<file path="src/rtl/uart_pkg.sv">
// Shared UART definitions: FSM state encoding and parity helper.
// Used by uart_tx and uart_rx so both ends agree on framing.
package uart_pkg;

    // State encoding, kept as plain constants so uart_rx can reuse them
    localparam logic [2:0] S_IDLE   = 3'd0;
    localparam logic [2:0] S_START  = 3'd1;
    localparam logic [2:0] S_DATA   = 3'd2;
    localparam logic [2:0] S_PARITY = 3'd3;
    localparam logic [2:0] S_STOP   = 3'd4;

    typedef enum logic [2:0] {
        ST_IDLE   = S_IDLE,
        ST_START  = S_START,
        ST_DATA   = S_DATA,
        ST_PARITY = S_PARITY,
        ST_STOP   = S_STOP
    } tx_state_t;

    // Parity over a zero-extended word; zero padding does not change the XOR
    function automatic logic calc_parity(
        input logic [31:0] i_data,
        input logic        i_odd
    );
        return (^i_data) ^ i_odd;
    endfunction

endpackage

</file>
<file path="src/rtl/uart_tx_fifo.sv">
// Small synchronous FIFO buffering bytes ahead of the UART serialiser.
// Head entry is presented combinationally on o_data.
module uart_tx_fifo #(
    parameter int DW    = 8,
    parameter int DEPTH = 4
) (
    input  logic                       i_clk,
    input  logic                       i_rst,
    input  logic                       i_push,
    input  logic [DW-1:0]              i_data,
    input  logic                       i_pop,
    output logic [DW-1:0]              o_data,
    output logic                       o_full,
    output logic                       o_empty,
    output logic [$clog2(DEPTH):0]     o_count
);

    localparam int AW = $clog2(DEPTH);
    localparam int CW = AW + 1;

    logic [DW-1:0] r_mem [DEPTH];
    logic [AW-1:0] r_wr_ptr;
    logic [AW-1:0] r_rd_ptr;
    logic [CW-1:0] r_count;
    logic          w_do_push;
    logic          w_do_pop;

    assign o_full    = (r_count == CW'(DEPTH));
    assign o_empty   = (r_count == '0);
    assign o_count   = r_count;
    assign o_data    = r_mem[r_rd_ptr];
    assign w_do_push = i_push & ~o_full;
    assign w_do_pop  = i_pop & ~o_empty;

    // Storage array: written on accepted pushes, no reset needed
    always_ff @(posedge i_clk) begin
        if (w_do_push) begin
            r_mem[r_wr_ptr] <= i_data;
        end
    end

    // Pointers wrap naturally; occupancy tracks push/pop balance
    always_ff @(posedge i_clk or posedge i_rst) begin
        if (i_rst) begin
            r_wr_ptr <= '0;
            r_rd_ptr <= '0;
            r_count  <= '0;
        end else begin
            if (w_do_push) begin
                r_wr_ptr <= r_wr_ptr + AW'(1);
            end
            if (w_do_pop) begin
                r_rd_ptr <= r_rd_ptr + AW'(1);
            end
            unique case ({w_do_push, w_do_pop})
                2'b10:   r_count <= r_count + CW'(1);
                2'b01:   r_count <= r_count - CW'(1);
                default: r_count <= r_count;
            endcase
        end
    end

endmodule

</file>
<file path="src/rtl/uart_tx.sv">
// UART transmitter: FIFO-buffered bytes serialised LSB first with
// optional parity and one or two stop bits, frames sent back-to-back.
module uart_tx
    import uart_pkg::*;
#(
    parameter int DATA_WIDTH = 8,
    parameter int FIFO_DEPTH = 4,
    parameter int PARITY_EN  = 0,
    parameter int PARITY_ODD = 0,
    parameter int STOP_BITS  = 1
) (
    input  logic                    clk_i_tx,
    input  logic                    rsnt_i_tx,
    input  logic [DATA_WIDTH*2:0]   baud_div_i_tx,
    input  logic [DATA_WIDTH-1:0]   data_i_tx,
    input  logic                    valid_i_tx,
    output logic                    ready_o_tx,
    output logic                    data_o_serial_tx,
    output logic                    active_o_tx,
    output logic                    done_o_tx
);

    localparam int BW  = DATA_WIDTH * 2 + 1;
    localparam int BCW = $clog2(DATA_WIDTH) + 1;
    localparam int SCW = 2;
    localparam int CW  = $clog2(FIFO_DEPTH) + 1;

    tx_state_t             r_state;
    logic [DATA_WIDTH-1:0] r_shift;
    logic                  r_par;
    logic [BW-1:0]         r_div_q;
    logic [BW-1:0]         r_baud_cnt;
    logic [BCW-1:0]        r_bit_cnt;
    logic [SCW-1:0]        r_stop_cnt;
    logic                  r_serial;
    logic                  r_active;
    logic                  r_done;

    logic [DATA_WIDTH-1:0] w_head;
    logic                  w_full;
    logic                  w_empty;
    logic [CW-1:0]         w_count;
    logic                  w_push;
    logic                  w_pop;
    logic                  w_baud_last;
    logic                  w_bit_last;
    logic                  w_stop_last;
    logic                  w_frame_end;
    logic [BW-1:0]         w_div_new;
    logic                  w_par_new;

    assign ready_o_tx  = (w_count != CW'(FIFO_DEPTH));
    assign w_push      = valid_i_tx & ~w_full;
    assign w_baud_last = (r_baud_cnt == r_div_q - BW'(1));
    assign w_bit_last  = (r_bit_cnt == BCW'(DATA_WIDTH - 1));
    assign w_stop_last = (r_stop_cnt == SCW'(STOP_BITS - 1));
    assign w_frame_end = (r_state == ST_STOP) & w_baud_last & w_stop_last;
    assign w_pop       = ~w_empty & ((r_state == ST_IDLE) | w_frame_end);
    assign w_div_new   = (baud_div_i_tx == '0) ? BW'(1) : baud_div_i_tx;
    assign w_par_new   = calc_parity(32'(w_head), PARITY_ODD != 0);

    assign data_o_serial_tx = r_serial;
    assign active_o_tx      = r_active;
    assign done_o_tx        = r_done;

    uart_tx_fifo #(
        .DW    (DATA_WIDTH),
        .DEPTH (FIFO_DEPTH)
    ) u_fifo (
        .i_clk   (clk_i_tx),
        .i_rst   (rsnt_i_tx),
        .i_push  (w_push),
        .i_data  (data_i_tx),
        .i_pop   (w_pop),
        .o_data  (w_head),
        .o_full  (w_full),
        .o_empty (w_empty),
        .o_count (w_count)
    );

    // Frame sequencer with registered line, active and done outputs
    always_ff @(posedge clk_i_tx or posedge rsnt_i_tx) begin
        if (rsnt_i_tx) begin
            r_state    <= ST_IDLE;
            r_shift    <= '0;
            r_par      <= 1'b0;
            r_div_q    <= BW'(1);
            r_baud_cnt <= '0;
            r_bit_cnt  <= '0;
            r_stop_cnt <= '0;
            r_serial   <= 1'b1;
            r_active   <= 1'b0;
            r_done     <= 1'b0;
        end else begin
            r_done <= 1'b0;
            unique case (r_state)
                ST_IDLE: begin
                    r_serial <= 1'b1;
                    r_active <= 1'b0;
                    if (w_pop) begin
                        r_shift    <= w_head;
                        r_par      <= w_par_new;
                        r_div_q    <= w_div_new;
                        r_baud_cnt <= '0;
                        r_serial   <= 1'b0;
                        r_active   <= 1'b1;
                        r_state    <= ST_START;
                    end
                end
                ST_START: begin
                    if (w_baud_last) begin
                        r_baud_cnt <= '0;
                        r_bit_cnt  <= '0;
                        r_serial   <= r_shift[0];
                        r_shift    <= r_shift >> 1;
                        r_state    <= ST_DATA;
                    end else begin
                        r_baud_cnt <= r_baud_cnt + BW'(1);
                    end
                end
                ST_DATA: begin
                    if (w_baud_last) begin
                        r_baud_cnt <= '0;
                        if (w_bit_last) begin
                            if (PARITY_EN != 0) begin
                                r_serial <= r_par;
                                r_state  <= ST_PARITY;
                            end else begin
                                r_serial   <= 1'b1;
                                r_stop_cnt <= '0;
                                r_state    <= ST_STOP;
                            end
                        end else begin
                            r_bit_cnt <= r_bit_cnt + BCW'(1);
                            r_serial  <= r_shift[0];
                            r_shift   <= r_shift >> 1;
                        end
                    end else begin
                        r_baud_cnt <= r_baud_cnt + BW'(1);
                    end
                end
                ST_PARITY: begin
                    if (w_baud_last) begin
                        r_baud_cnt <= '0;
                        r_serial   <= 1'b1;
                        r_stop_cnt <= '0;
                        r_state    <= ST_STOP;
                    end else begin
                        r_baud_cnt <= r_baud_cnt + BW'(1);
                    end
                end
                ST_STOP: begin
                    if (w_baud_last) begin
                        r_baud_cnt <= '0;
                        if (w_stop_last) begin
                            r_done <= 1'b1;
                            if (w_pop) begin
                                r_shift  <= w_head;
                                r_par    <= w_par_new;
                                r_div_q  <= w_div_new;
                                r_serial <= 1'b0;
                                r_state  <= ST_START;
                            end else begin
                                r_serial <= 1'b1;
                                r_active <= 1'b0;
                                r_state  <= ST_IDLE;
                            end
                        end else begin
                            r_stop_cnt <= r_stop_cnt + SCW'(1);
                        end
                    end else begin
                        r_baud_cnt <= r_baud_cnt + BW'(1);
                    end
                end
                default: begin
                    r_serial <= 1'b1;
                    r_active <= 1'b0;
                    r_state  <= ST_IDLE;
                end
            endcase
        end
    end

endmodule

</file>
<file path="config.mk">
export PLATFORM = sky130hd
export DESIGN_NAME = uart_tx
export DESIGN_NICKNAME = d
export VERILOG_FILES = /design/src/rtl/uart_pkg.sv /design/src/rtl/uart_tx_fifo.sv /design/src/rtl/uart_tx.sv
export SDC_FILE = /design/constraint.sdc
export NUM_CORES = 1
export LEC_CHECK = 0
export ABC_AREA = 1
export BUFFER_PORTS_ARGS = -buffer_cell sky130_fd_sc_hd__buf_2
export CORE_ASPECT_RATIO = 2
export CORE_UTILIZATION = 55
export DETAILED_ROUTE_END_ITERATION = 6
export PLACE_DENSITY = 0.75
export SLEW_MARGIN = 20
export SYNTH_ARGS = -nofsm -noshare
export SYNTH_HDL_FRONTEND = slang
export SYNTH_SLANG_ARGS = --single-unit
</file>
<file path="constraint.sdc">
create_clock -name clk_i_tx -period 4.6 [get_ports clk_i_tx]
set_clock_uncertainty 0.1 [all_clocks]
set_input_delay 0.92 -clock clk_i_tx [delete_from_list [all_inputs] [get_ports clk_i_tx]]
set_output_delay 0.92 -clock clk_i_tx [all_outputs]
set_load 0.01 [all_outputs]
</file>
# Yosys cells after proc, flatten, opt, wreduce, memory -nomap -nowiden
# Memory sizes are Yosys's and may differ from the RTL's.
# Cells that the tools add are included.
# op_classes
add_sub_neg	8
eq_ne	20
muxes	53
n_bitwise	10
reduce_logical	20
# ops
operator	n
$mux W17	6
$pmux W17 S2	2
$mux W8	6
$pmux W8 S4	1
$mux W3	7
$ne A2 B2 Y1 const B	9
$add A17 B1 Y17 const B	1
$eq A17 B17 Y1	1
$logic_not A17 Y1	1
$mux W1	17
$sub A17 B1 Y17 const B	1
$pmux W3 S5	1
$mux W4	3
$reduce_and A6 Y1	2
$mux W2	5
$pmux W4 S2	1
$reduce_and A4 Y1	2
$reduce_bool A2 Y1	4
$reduce_and A7 Y1	1
$add A2 B1 Y2 const B	3
$and A1 B1 Y1	6
$eq A3 B2 Y1 const B	2
$eq A3 B3 Y1 const B	2
$logic_not A3 Y1	2
other kinds (23)	25
# word_totals
register_bits	61
mem_bits_rw	32
out_inout_bits	4
word_cells	124
mem_count	1
# memory_table
name	words	word_bits	rd	rd_clocked_by_memory_dff	write_ports	line_no	rtl
u_fifo.r_mem	4	8	1	0	1	uart_tx_fifo.sv:21	logic [DW-1:0] r_mem [DEPTH];

# Longest topological paths before layout
# logic_depth
depth_word	10
ltp_mapped	22
ltp_nobuf	21

# Modules after synthesis
# Synthesis repeated with hierarchy kept, for this count alone.
# unflattened
hier_cells	681
area_unflattened_um2	5416.4
# modules_own_cells
module	n_inst	cells_per_inst	area_each_um2	seq_area_each_um2
uart_tx	1	526	3661.0	1353.8
uart_tx_fifo	1	155	1755.4	1136.1

# Worst setup path before layout
# Ideal clock, no wire load.
# synth_path
path_kind	register to register
startpoint	reg r_div_q[0]
endpoint	reg u_fifo.r_count[2], in the netlist u_fifo.o_count[2]
arrival_ns	3.003
required_time_ns	4.376
setup_slack_ns	1.373
stages_incl_launch_ff	20
n_path_buf	1
path_cell_list	dfstp_2 -> inv_2 -> ha_1 -> xnor2_1 -> nor2_1 -> nand3_1 -> nor2_1 -> nand2_1 -> nor2_1 -> nand2_1 -> nor2_2 -> nand4_2 -> nand2_2 -> buf_6 -> ha_1 -> inv_1 -> fa_1 -> a21oi_1 -> o21ai_0 -> xnor2_1
# synth_via
elab_chain_cells	9
elab_cells_between_ends	11
# synth_rtl
item	line_no	rtl
start, declared	uart_tx.sv:31	logic [BW-1:0] r_div_q;
start signal, assigned	uart_tx.sv:103	r_div_q <= w_div_new;
start signal, assigned	uart_tx.sv:160	r_div_q <= w_div_new;
$sub A17 B1 Y17 (*)	uart_tx.sv:54	assign w_baud_last = (r_baud_cnt == r_div_q - BW'(1));
$eq A17 B17 Y1 (*)	uart_tx.sv:54	
$and A1 B1 Y1 (*) (2 in series)	uart_tx.sv:57	assign w_frame_end = (r_state == ST_STOP) & w_baud_last & w_stop_last;
$or A1 B1 Y1 (*)	uart_tx.sv:58	assign w_pop = ~w_empty & ((r_state == ST_IDLE) | w_frame_end);
$and A1 B1 Y1 (*)	uart_tx.sv:58	
$and A1 B1 Y1 (*)	uart_tx_fifo.sv:33	assign w_do_pop = i_pop & ~o_empty;
$eq A2 B1 Y1 / $eq A2 B2 Y1 (equally long branches)	uart_tx_fifo.sv:55	unique case ({w_do_push, w_do_pop})
$pmux W3 S2 / $reduce_bool A2 Y1 (equally long branches)	--	
end signal, assigned	uart_tx_fifo.sv:56	2'b10: r_count <= r_count + CW'(1);
end signal, assigned	uart_tx_fifo.sv:57	2'b01: r_count <= r_count - CW'(1);
end signal, assigned	uart_tx_fifo.sv:58	default: r_count <= r_count;
end, declared	uart_tx_fifo.sv:24	logic [CW-1:0] r_count;
# Mark *: on every way between the ends. The rest lies on a longest branch, timed or not.
# A chain may end at the register's enable or synchronous reset.

# Final worst setup path
# Same ends and word-level chain as after synthesis.

==> impl_results.md <==
* Setup crit start kind: register
* Final wirelength at approximately 12000 um
* CTS max path bufs at 2
* # setup viols final at 0
* Area leader, netlist: dfrtp_1
* Most common cell on crit path: nand2_1
* All-Layer GR Usage at 0.267
* Hold_buf cts at 0
* Number of diodes at 0
* DR DRC count at 6
* CTS Sinks at 93
* Register area share after synthesis at 0.477
* Via density at ~5.6
* Post-DRT Antenna Nets at 0
* CTS-repair resized insts at 0
* Unrepaired setup endpoints after global routing: no
* Setup bufs post-CTS at 0
* Worst EP required at around 4700 ps
* Placed instance count at 766
* FMAX at 296 MHz
* Cell family with most CP delay: simple AND/OR/NAND/NOR gates
* Violated checks: DRC
* Status: finished, violations left
* CP bufs+invs at 3
* Mapped Avg Cell Area at 8.15 um2
* Yosys cell types at 42
* Hold Path Class: reg2reg
* Worst Tran Pin Value at approximately 1100 ps
* Synth warn at 0
* Syn Inst Count at approximately 640
* Met1 Track Usage GR at 0.238
* IR drop worst, VDD at 0.477 mV
* Crit-path max FO at 4
* Synth area leaders: dfrtp_1, edfxtp_1, nand2_1, inv_1, nor2_1
* DRT Pass-1 Iters at 7
* M2 GR Usage at 0.523
* Mapped Nets at around 680
* Die area at around 9900 um2
* Critical Path AT at 3520 ps
* Clk_lat worst skew at 350 ps
* Max stage delay cell, worst path: dfstp_2
* Final Hold Violating Endpoints at 0
* CTS H-tree lvls at 3
* Grt ovf at 0
* Total negative slack at 0 ps
* Busiest grt layer: met2
* Top cell type's share of synthesized area at 0.283
* # fillers at 797
* Post-DP HPWL at 9680 um
* Fin. max-slew vios at 0
* Initial antenna violation count at 0
* Post-Syn Area at 5230 um2
* Site row count at 50
* Sequential cell area at 2490 um2
* Share of layout cells above drive strength 1 at 0.122
* # Max-Cap Violations at 0
* Io pins at 32
* Worst hold slack at 375 ps
* Core Box Area at 9320 um2
* Minimum clock period at roughly 3400 ps
* Tcrit/Tclk final at 0.734
* #FFs+latches synth at 93
* CP Class: reg2reg
* Vias in the first global route at about 4500
* Multi-input gate area at about 2400 um2
* Grt met3 use at 0.0377
* IO Port Bufs at 31
* Initial DRC count at 282
* Vias at 4416
* Starting Density at 0.561
* First-pass GRT wire length at 20100 um
* CTS root buffer: clkbuf_16
* Leakage at 2.69 nW
* Die X at 70.9 um
* Slowest stage delay, CP at 560 ps
* Placer congestion estimate at 0.927
* Die Y at 140 um
* Clock-pin slew of the registers on the worst-case setup and hold paths at 70 ps
* Worst setup EP type: register
* PnR Total Power at 3.81 mW
* CTS tree: done
* Post-DR wirelength/cell at between 15 and 20 um
* # nets final at around 700
* CTS Buf Count at 9
* CP Cell Sequence: inv_2 -> ha_1 -> inv_1 -> nand2_1 -> nand2_1 -> nand2_1 -> nand2_1 -> nand3_1 -> nor2_1 -> nand2_1 -> nor2_1 -> nand2_1 -> nor2_2 -> nand4_2 -> nand2_2 -> ha_1 -> inv_1 -> fa_1 -> a21oi_1 -> o21ai_0 -> xnor2_1
* Synth-to-layout area growth at 10.4%
* Largest net degree at the start of global routing at 38
* Max_slew headroom at 0.297
* Layout Cells excl Fill at 782
* Power per cell area at 661 nW/um2
tightest hold or removal path: cells and delay by family, from the launching register on:
family           cells  cell delay (ps)
DFF                  1              340
and+or+nand+nor      2              100
power by group:
group | leakage, nW | internal, mW | switching [mW]
Sequential | 1.08 | 1.11 | 0.225
Combinational | 1.46 | 0.578 | 1.15
Clock | 0.152 | 0.419 | 0.323
routing by layer:
layer	up-vias	part of all wire
met1	2087	0.34
li1	2157	-
met4	0	0.059
met2	120	0.58
met3	52	0.026
met5	-	0
synthesized netlist by cell type, drive strengths merged:
library cell	instances
a22o	2
edfxtp	32
nand3	45
o21ai	49
nand3b	4
nor4	5
nand4	10
o21a	1
ha	9
clkinv	1
nand2	176
inv	80
clkbuf	7
nor2	80
dfrtp	59
a21oi	9
buf	5
a32o	1
xor2	20
o31ai	1
nor3	9
xnor2	11
dfstp	2
and2	2
fa	1
or2	2
a41oi	1
o22ai	17
stage by stage:
stage          worst slack [ps]  instance area [um2]  utilization
2_1_floorplan              1370                 5230            -
3_3_place_gp               1380                 5460        0.586
3_5_place_dp               1250                 5460        0.586
4_1_cts                    1220                 5770        0.619
5_1_grt                     947                 5770        0.619
6_report                   1220                 5770        0.619
area by class of cell:
type,count,area share
Clock buffer,11,0.0458
Sequential cell,93,0.432
Tap cell,104,0.0226
Multi-Input combinational cell,455,0.411
Inverter,81,0.0527
Timing Repair Buffer,33,0.0295
Clock inverter,5,0.00694
state kept, by name, indices dropped and copies added, names as in the netlist:
signal,count
u_fifo.r_mem,32
u_fifo.r_wr_ptr,2
r_shift,8
r_div_q,17
u_fifo.r_rd_ptr,2
active_o_tx,1
u_fifo.o_count,3
data_o_serial_tx,1
r_bit_cnt,4
r_stop_cnt,2
done_o_tx,1
r_baud_cnt,17
r_state,3
path summary, 6_finish.rpt:
check / slack [ps] / startpoint / to / cells past startpoint
setup reg to reg: 1220 / r_div_q[0]$_DFFE_PP1P_ / u_fifo.o_count[2]$_DFFE_PP0P_ / 21
setup / recovery: 1220 / r_div_q[0]$_DFFE_PP1P_ / u_fifo.o_count[2]$_DFFE_PP0P_ / 21
max in group asynchronous: 2940 / rsnt_i_tx / r_baud_cnt[14]$_DFFE_PP0P_ / 3
hold / removal: 380 / r_shift[0]$_DFFE_PP0P_ / r_shift[0]$_DFFE_PP0P_ / 2
hold reg to reg: 380 / r_shift[0]$_DFFE_PP0P_ / r_shift[0]$_DFFE_PP0P_ / 2
min in group asynchronous: 610 / rsnt_i_tx / u_fifo.o_count[2]$_DFFE_PP0P_ / 2
placed cells by master, fill, tap and decap left out, types with 3 or more instances in the layout:
cell type,n
nand3_1,41
o21ai_2,6
nand3_4,3
inv_2,4
nor2_1,73
nor3_1,9
nor4_1,5
o21ai_1,5
nand2_1,168
a21oi_1,9
nand4_1,9
buf_2,31
nor2_2,4
nand3b_1,4
edfxtp_1,32
xnor2_1,11
clkbuf_16,10
o21ai_0,38
o22ai_1,17
xor2_1,20
nand2_2,7
inv_1,76
dfrtp_1,59
ha_1,9
logic make-up after synthesis:
| kind of cell | Yosys count | synth area share |
|---|---|---|
| xor+xnor | 31 | 0.0520 |
| simple gates | 333 | 0.286 |
| compound gates | 81 | 0.0900 |
| flops | 93 | 0.477 |
| buf+inv | 93 | 0.0699 |
| fa+ha+maj | 10 | 0.0254 |
No activity file was read; power rests on OpenSTA's default activity.
